**config.mk**
```make
export PLATFORM = sky130hd
export DESIGN_NAME = tdm_demux
export DESIGN_NICKNAME = d
export VERILOG_FILES = /design/src/rtl/tdm_demux.sv
export SDC_FILE = /design/constraint.sdc
export NUM_CORES = 1
export LEC_CHECK = 0
export ABC_CLOCK_PERIOD_IN_PS = 1900
export BUFFER_PORTS_ARGS = -buffer_cell sky130_fd_sc_hd__buf_2
export CAP_MARGIN = 30
export CORE_ASPECT_RATIO = 1.4
export CORE_MARGIN = 4
export CORE_UTILIZATION = 43
export CTS_CLUSTER_SIZE = 8
export DETAILED_ROUTE_END_ITERATION = 10
export GPL_TIMING_DRIVEN = 0
export PLACE_DENSITY_LB_ADDON = 0.15
export SYNTH_ARGS = -nofsm -noshare
export SYNTH_HDL_FRONTEND = slang
export SYNTH_SLANG_ARGS = --single-unit
```
**constraint.sdc**
```tcl
create_clock -name clk -period 1.9 [get_ports clk]
set_input_delay 0.19 -clock clk [delete_from_list [all_inputs] [get_ports clk]]
set_output_delay 0.19 -clock clk [all_outputs]
set_load 0.01 [all_outputs]
```
**src/rtl/tdm_demux.sv**
```systemverilog
// Receive-side TDM demultiplexer: steers an interleaved sample stream into
// per-channel registers, tracking frame alignment with a lock FSM and slot counter.
//
// state  | meaning
// HUNT   | waiting for the first frame_sync beat; non-sync beats are dropped
// LOCKED | aligned; every valid beat is captured into the current slot
`timescale 1ns/1ps
module tdm_demux #(
    parameter int N_CH  = 4,
    parameter int WIDTH = 8
) (
    input  logic                  clk,
    input  logic                  rst,
    input  logic [WIDTH-1:0]      din,
    input  logic                  din_valid,
    input  logic                  frame_sync,
    output logic [N_CH*WIDTH-1:0] dout,
    output logic [N_CH-1:0]       dout_valid,
    output logic                  frame_done,
    output logic                  sync_err,
    output logic                  locked
);

    localparam int SW = $clog2(N_CH);
    localparam logic [SW-1:0]   LP_LAST = SW'(N_CH - 1);
    localparam logic [N_CH-1:0] LP_ONE  = N_CH'(1);

    typedef enum logic {HUNT, LOCKED} state_t;

    state_t                r_state;
    state_t                w_state_nxt;
    logic [SW-1:0]         r_slot;
    logic [SW-1:0]         w_slot_nxt;
    logic                  w_cap;
    logic [SW-1:0]         w_cap_slot;
    logic                  w_done;
    logic                  w_err;

    logic [N_CH*WIDTH-1:0] r_dout;
    logic [N_CH-1:0]       r_dout_valid;
    logic                  r_frame_done;
    logic                  r_sync_err;

    always_ff @(posedge clk or posedge rst) begin
        if (rst) begin
            r_state <= HUNT;
            r_slot  <= '0;
        end else begin
            r_state <= w_state_nxt;
            r_slot  <= w_slot_nxt;
        end
    end

    always_comb begin
        w_state_nxt = r_state;
        w_slot_nxt  = r_slot;
        w_cap       = 1'b0;
        w_cap_slot  = '0;
        w_done      = 1'b0;
        w_err       = 1'b0;
        case (r_state)
            HUNT: begin
                if (din_valid && frame_sync) begin
                    w_cap       = 1'b1;
                    w_slot_nxt  = SW'(1);
                    w_state_nxt = LOCKED;
                end
            end
            LOCKED: begin
                if (din_valid) begin
                    w_cap = 1'b1;
                    // An early sync truncates the current frame and restarts at slot 0
                    if (frame_sync && (r_slot != '0)) begin
                        w_err      = 1'b1;
                        w_slot_nxt = SW'(1);
                    end else begin
                        w_cap_slot = r_slot;
                        if (r_slot == LP_LAST) begin
                            w_done     = 1'b1;
                            w_slot_nxt = '0;
                        end else begin
                            w_slot_nxt = r_slot + SW'(1);
                        end
                    end
                end
            end
            default: w_state_nxt = HUNT;
        endcase
    end

    always_ff @(posedge clk or posedge rst) begin
        if (rst) begin
            r_dout       <= '0;
            r_dout_valid <= '0;
            r_frame_done <= 1'b0;
            r_sync_err   <= 1'b0;
        end else begin
            for (int c = 0; c < N_CH; c++) begin
                if (w_cap && (w_cap_slot == SW'(c)))
                    r_dout[c*WIDTH +: WIDTH] <= din;
            end
            r_dout_valid <= w_cap ? (LP_ONE << w_cap_slot) : '0;
            r_frame_done <= w_done;
            r_sync_err   <= w_err;
        end
    end

    assign dout       = r_dout;
    assign dout_valid = r_dout_valid;
    assign frame_done = r_frame_done;
    assign sync_err   = r_sync_err;
    assign locked     = (r_state == LOCKED);

endmodule
```
### Word level (Yosys, flattened, before mapping)

Index checks and enable logic that the tools add are counted.

| storage, ports and cells | value |
|---|---|
| register bits after elaboration | 41 |
| input port bits | 12 |
| output and inout port bits | 39 |
| logic and storage cells | 47 |

| cells by class | value |
|---|---|
| add/subtract/negate cells | 1 |
| equal/unequal tests | 6 |
| shifts and indexed selects | 1 |
| mux-type cells | 20 |
| bitwise logic cells | 1 |
| reductions and logical operators | 9 |

Operators with widths:

| cell | count |
|---|---|
| $mux 2 | 7 |
| $mux 1 | 10 |
| $eq 2x2->1 const B | 3 |
| $logic_and 1x1->1 | 6 |
| $mux 4 | 1 |
| $ne 2x2->1 const B | 2 |
| $pmux 2 s2 | 1 |
| $shl 1x2->4 const A | 1 |
| $add 2x1->2 const B | 1 |
| $eq 2x1->1 const B | 1 |
| $logic_not 2->1 | 1 |
| $pmux 1 s2 | 1 |
| $reduce_and 2->1 | 1 |
| $reduce_bool 2->1 | 1 |
| $not 1->1 | 1 |

### Longest topological paths before layout

| logic depth | value |
|---|---|
| depth after elaboration | 7 |
| mapped depth | 6 |
| gate-level depth less buffers | 5 |

### Worst setup path after synthesis

OpenSTA, ideal clock, no wires.

| path | value |
|---|---|
| path type | register -> register |
| start | register r_slot[0] |
| end | register r_dout[24], in the netlist dout[24] |
| setup time | 0.125 ns |
| data arrival time | 1.854 ns |
| path slack | -0.079 ns |
| cell stages (with the launch flop) | 7 |
| clock period less this slack | 1.979 ns |
| cells stage by stage | dfrtp_1 > inv_1 > ha_1 > nor2b_1 > clkbuf_1 > nor4_4 > mux2_2 |

| on the way | value |
|---|---|
| cells in the longest elaborated chain, start to end | 7 |

RTL lines:

| what | RTL line | source |
|---|---|---|
| start: declaration | 32 | `logic [SW-1:0] r_slot;` |
| start signal: assignment | 50 | `r_slot <= w_slot_nxt;` |
| $reduce_bool 2->1 | 73 | `if (frame_sync && (r_slot != '0)) begin` |
| $logic_and 1x1->1 | 73 |  |
| $mux 2 (*) | 73 |  |
| $mux 2 (*) | 70 | `if (din_valid) begin` |
| $mux 2 (*) | 61 | `case (r_state)` |
| $eq 2x2->1 (*) | 99 | `if (w_cap && (w_cap_slot == SW'(c)))` |
| $logic_and 1x1->1 (*) | 99 |  |
| end signal: indexed assignment | 100 | `r_dout[c*WIDTH +: WIDTH] <= din;` |
| end: declaration | 39 | `logic [N_CH*WIDTH-1:0] r_dout;` |

Mark *: on every way between the ends. The rest lies on a longest branch, timed or not.
A chain may end at the register's enable or synchronous reset.

### Worst setup path after layout

| path | value |
|---|---|
| start | register r_slot[1] |
| end | register r_dout[12], in the netlist dout[12] |

| on the way | value |
|---|---|
| cells in the longest elaborated chain, start to end | 7 |

RTL lines:

| what | RTL line |
|---|---|
| $reduce_bool 2->1 | 73 |
| $logic_and 1x1->1 | 73 |
| $mux 2 (*) | 73 |
| $mux 2 (*) | 70 |
| $mux 2 (*) | 61 |
| $eq 2x1->1 (*) | 99 |
| $logic_and 1x1->1 (*) | 99 |

Marked as above.

==> flow_summary.json <==
{
  "worst_pin_slew_ns": 0.836,
  "startpoint": "r_slot[1]",
  "clkTransAtPathRegs_ns": 0.08,
  "clock_latency_ns": 0.29,
  "htreeDepth": 2,
  "ys_ff_latch": 41,
  "grt_pass1_vias": 1107,
  "core_um2": 3470,
  "synth_cells": 98,
  "drt-wirelength-per-cell_um": 16.5,
  "first_pass_iters": 2,
  "critPathKind": "flip-flop to flip-flop",
  "critPathMaxStageDelay_ns": 0.43,
  "crit_end": "dout[12]",
  "cts_tree": "yes",
  "synthToLayoutAreaGrowth_pct": 31.6,
  "relSlewSlack_pct": 44.2,
  "status": "finished clean",
  "syn_area_um2": 1590,
  "period_minus_slack_ns": 1.84,
  "r2r_end": "dout[12]",
  "clockBufferDepth": 2,
  "grt_pass1_wl_um": 5390,
  "worstSetupPathDepth": 6,
  "required_ns": 2.08,
  "fmax_ghz": 0.545,
  "worst-path-buf-inv": 2,
  "end_kind": "flip-flop",
  "dp_hpwl_um": 2230,
  "cpMaxStageDelayCell": "dfrtp_2",
  "wirelength_um": 3330,
  "path_cells": "inv_4 > ha_2 > nor2b_2 > nor4_4 > buf_4 > mux2_2",
  "nets": 175,
  "cts.sinks": 41,
  "synth_area_per_cell_um2": 16.2,
  "r2r_start": "r_slot[1]",
  "initial_utilization_pct": 45.7,
  "post-layout-total-power_mw": 3.49,
  "syn_nets": 112,
  "rsz0062_at_grt": "false",
  "ys_top_cells_by_area": "dfrtp_1, mux2_2, nor4_4, ha_1, inv_1",
  "path_delay_family": "simple AND/OR/NAND/NOR gates",
  "yosysUniqueCellTypes": 18,
  "synth_top_area_share_pct": 64.7,
  "via_per_inst": 5.01,
  "synth_top_cell_by_area": "dfrtp_1",
  "fin_skew_ns": 0.00491,
  "antenna_left": 0,
  "cts_root_buf": "clkbuf_8",
  "hold_violations": 0,
  "drv_cap": 0,
  "utilization_pct": 60.1,
  "cp_max_fo": 5,
  "pwr_density_cell_nw_per_um2": 1670,
  "grt_max_degree": 42,
  "dieArea_um2": 4740,
  "placementRows": 25,
  "cts_buffers": 5,
  "die_h_um": 79.8,
  "slew_violations": 0,
  "diodes": 0,
  "drive_gt1_share_pct": 65.4,
  "crit_path_start_kind": "flip-flop",
  "num_io_pins": 51,
  "drtIter0Drc": 15,
  "gp_congestion": 0.750,
  "hold_buffers": 0,
  "timing.final.crit_share_pct": 96.6,
  "grt_usage_pct": 15.8,
  "worstHoldPathType": "input port to async pin",
  "yosysWarnings": 0,
  "vdd_drop_max_mv": 0.856,
  "ff2ff_path_depth": 6,
  "die_w_um": 59.3,
  "overflow": 0,
  "vias": 1012,
  "post-route-drc-count": 0,
  "yosysSeqAreaShare_pct": 64.7,
  "p_leak_nw": 1.01,
  "hold_slack_ns": 0.0636,
  "setup_viol": 0,
  "r2r_slack_ns": 0.06,
  "antenna_found_initial": 0,
  "cp.arrival_ns": 2.01,
  "io_buffers": 50
}
[layer usage]
metal	GRT usage (%)	part of all wire (%)	up-vias
met5	0	0	-
met4	9.30	2.3	0
met3	4.05	6.2	7
met2	27.6	53	35
met1	16.5	38	496
li1	-	-	474
[final cells by class]
class,instances,area (µm²)
clock buffer,7,86.3
clock inverter,1,30.0
fill,279,1390
inverter,4,20.0
multi-input combinational,52,553
sequential,41,1030
tap,40,50.0
timing repair buffer,57,319
[stage by stage]
step	setup WS, ns	TNS, ns	instance area, µm²	cells
floorplan	-0.0106	-0.0745	1590	98
global placement	-0.258	-5.81	1890	188
detailed placement	-0.322	-7.31	1890	188
CTS	0.0398	0	2080	203
global route	0.0406	0	2090	202
finish	0.0645	0	2090	202
[synth_stat cells]
library cell	instances
mux2_1	1
and3_1	1
a21o_1	1
nor4_4	3
ha_1	2
o21ai_2	1
a22o_1	1
a21boi_0	1
nand2_1	3
inv_1	4
and2_1	1
clkbuf_1	1
o21ai_0	2
nor2b_1	1
nor3b_1	2
dfrtp_1	41
nor2_1	1
mux2_2	31
[layout by cell type (no fill, tap or decap)]
master	netlist	final
nor4_4	3	3
buf_2	0	50
inv_4	0	2
and3_1	1	1
buf_6	0	1
nor3b_1	2	2
ha_1	2	1
buf_4	0	5
dfrtp_2	0	2
a22o_1	1	1
dfrtp_1	41	39
mux2_2	31	31
a21boi_0	1	1
clkbuf_8	0	6
ha_2	0	1
mux2_1	1	1
clkbuf_1	1	1
inv_1	4	1
nand2_1	3	3
a21o_1	1	1
bufinv_16	0	1
and2_1	1	1
o21ai_4	0	1
nor2_1	1	1
buf_12	0	1
inv_2	0	1
o21ai_0	2	2
nor2b_2	0	1
[registers in the layout, indices dropped and copies added (netlist names)]
signal      cells
dout_valid      4
locked          1
r_slot          2
frame_done      1
sync_err        1
dout           32
[power breakdown]
part           switching [mW]  total [mW]  internal [mW]
sequential              0.185        1.44           1.26
combinational           0.653        1.33          0.677
clock                   0.284       0.712          0.428
total                    1.12        3.49           2.36
[what timing repair did]
item | CTS | global route
resized for setup | 4 | 3
pin swaps | 4 | 1
endpoints found under the setup margin | 34 | 16
setup buffers | 7 | 0
[worst min path at each step]
stage	start	to	slack, ns
after floorplan	frame_sync	locked	0.31
final	rst	frame_done	0.06
after global placement	frame_sync	locked	0.42
after detailed placement	rst	frame_done	0.41
after global routing	rst	dout[12]	0.13
after CTS	rst	dout[12]	0.1
[cells by family after synthesis]
kind of cell             share of synthesized area [%]
AO/OA/AOI/OAI                                     2.68
adder cells (fa/ha/maj)                           1.58
buffers and inverters                             1.18
flip-flops                                        64.7
multiplexers                                      22.7
AND/OR/NAND/NOR                                   7.10
No activity file was read; power rests on OpenSTA's default activity.
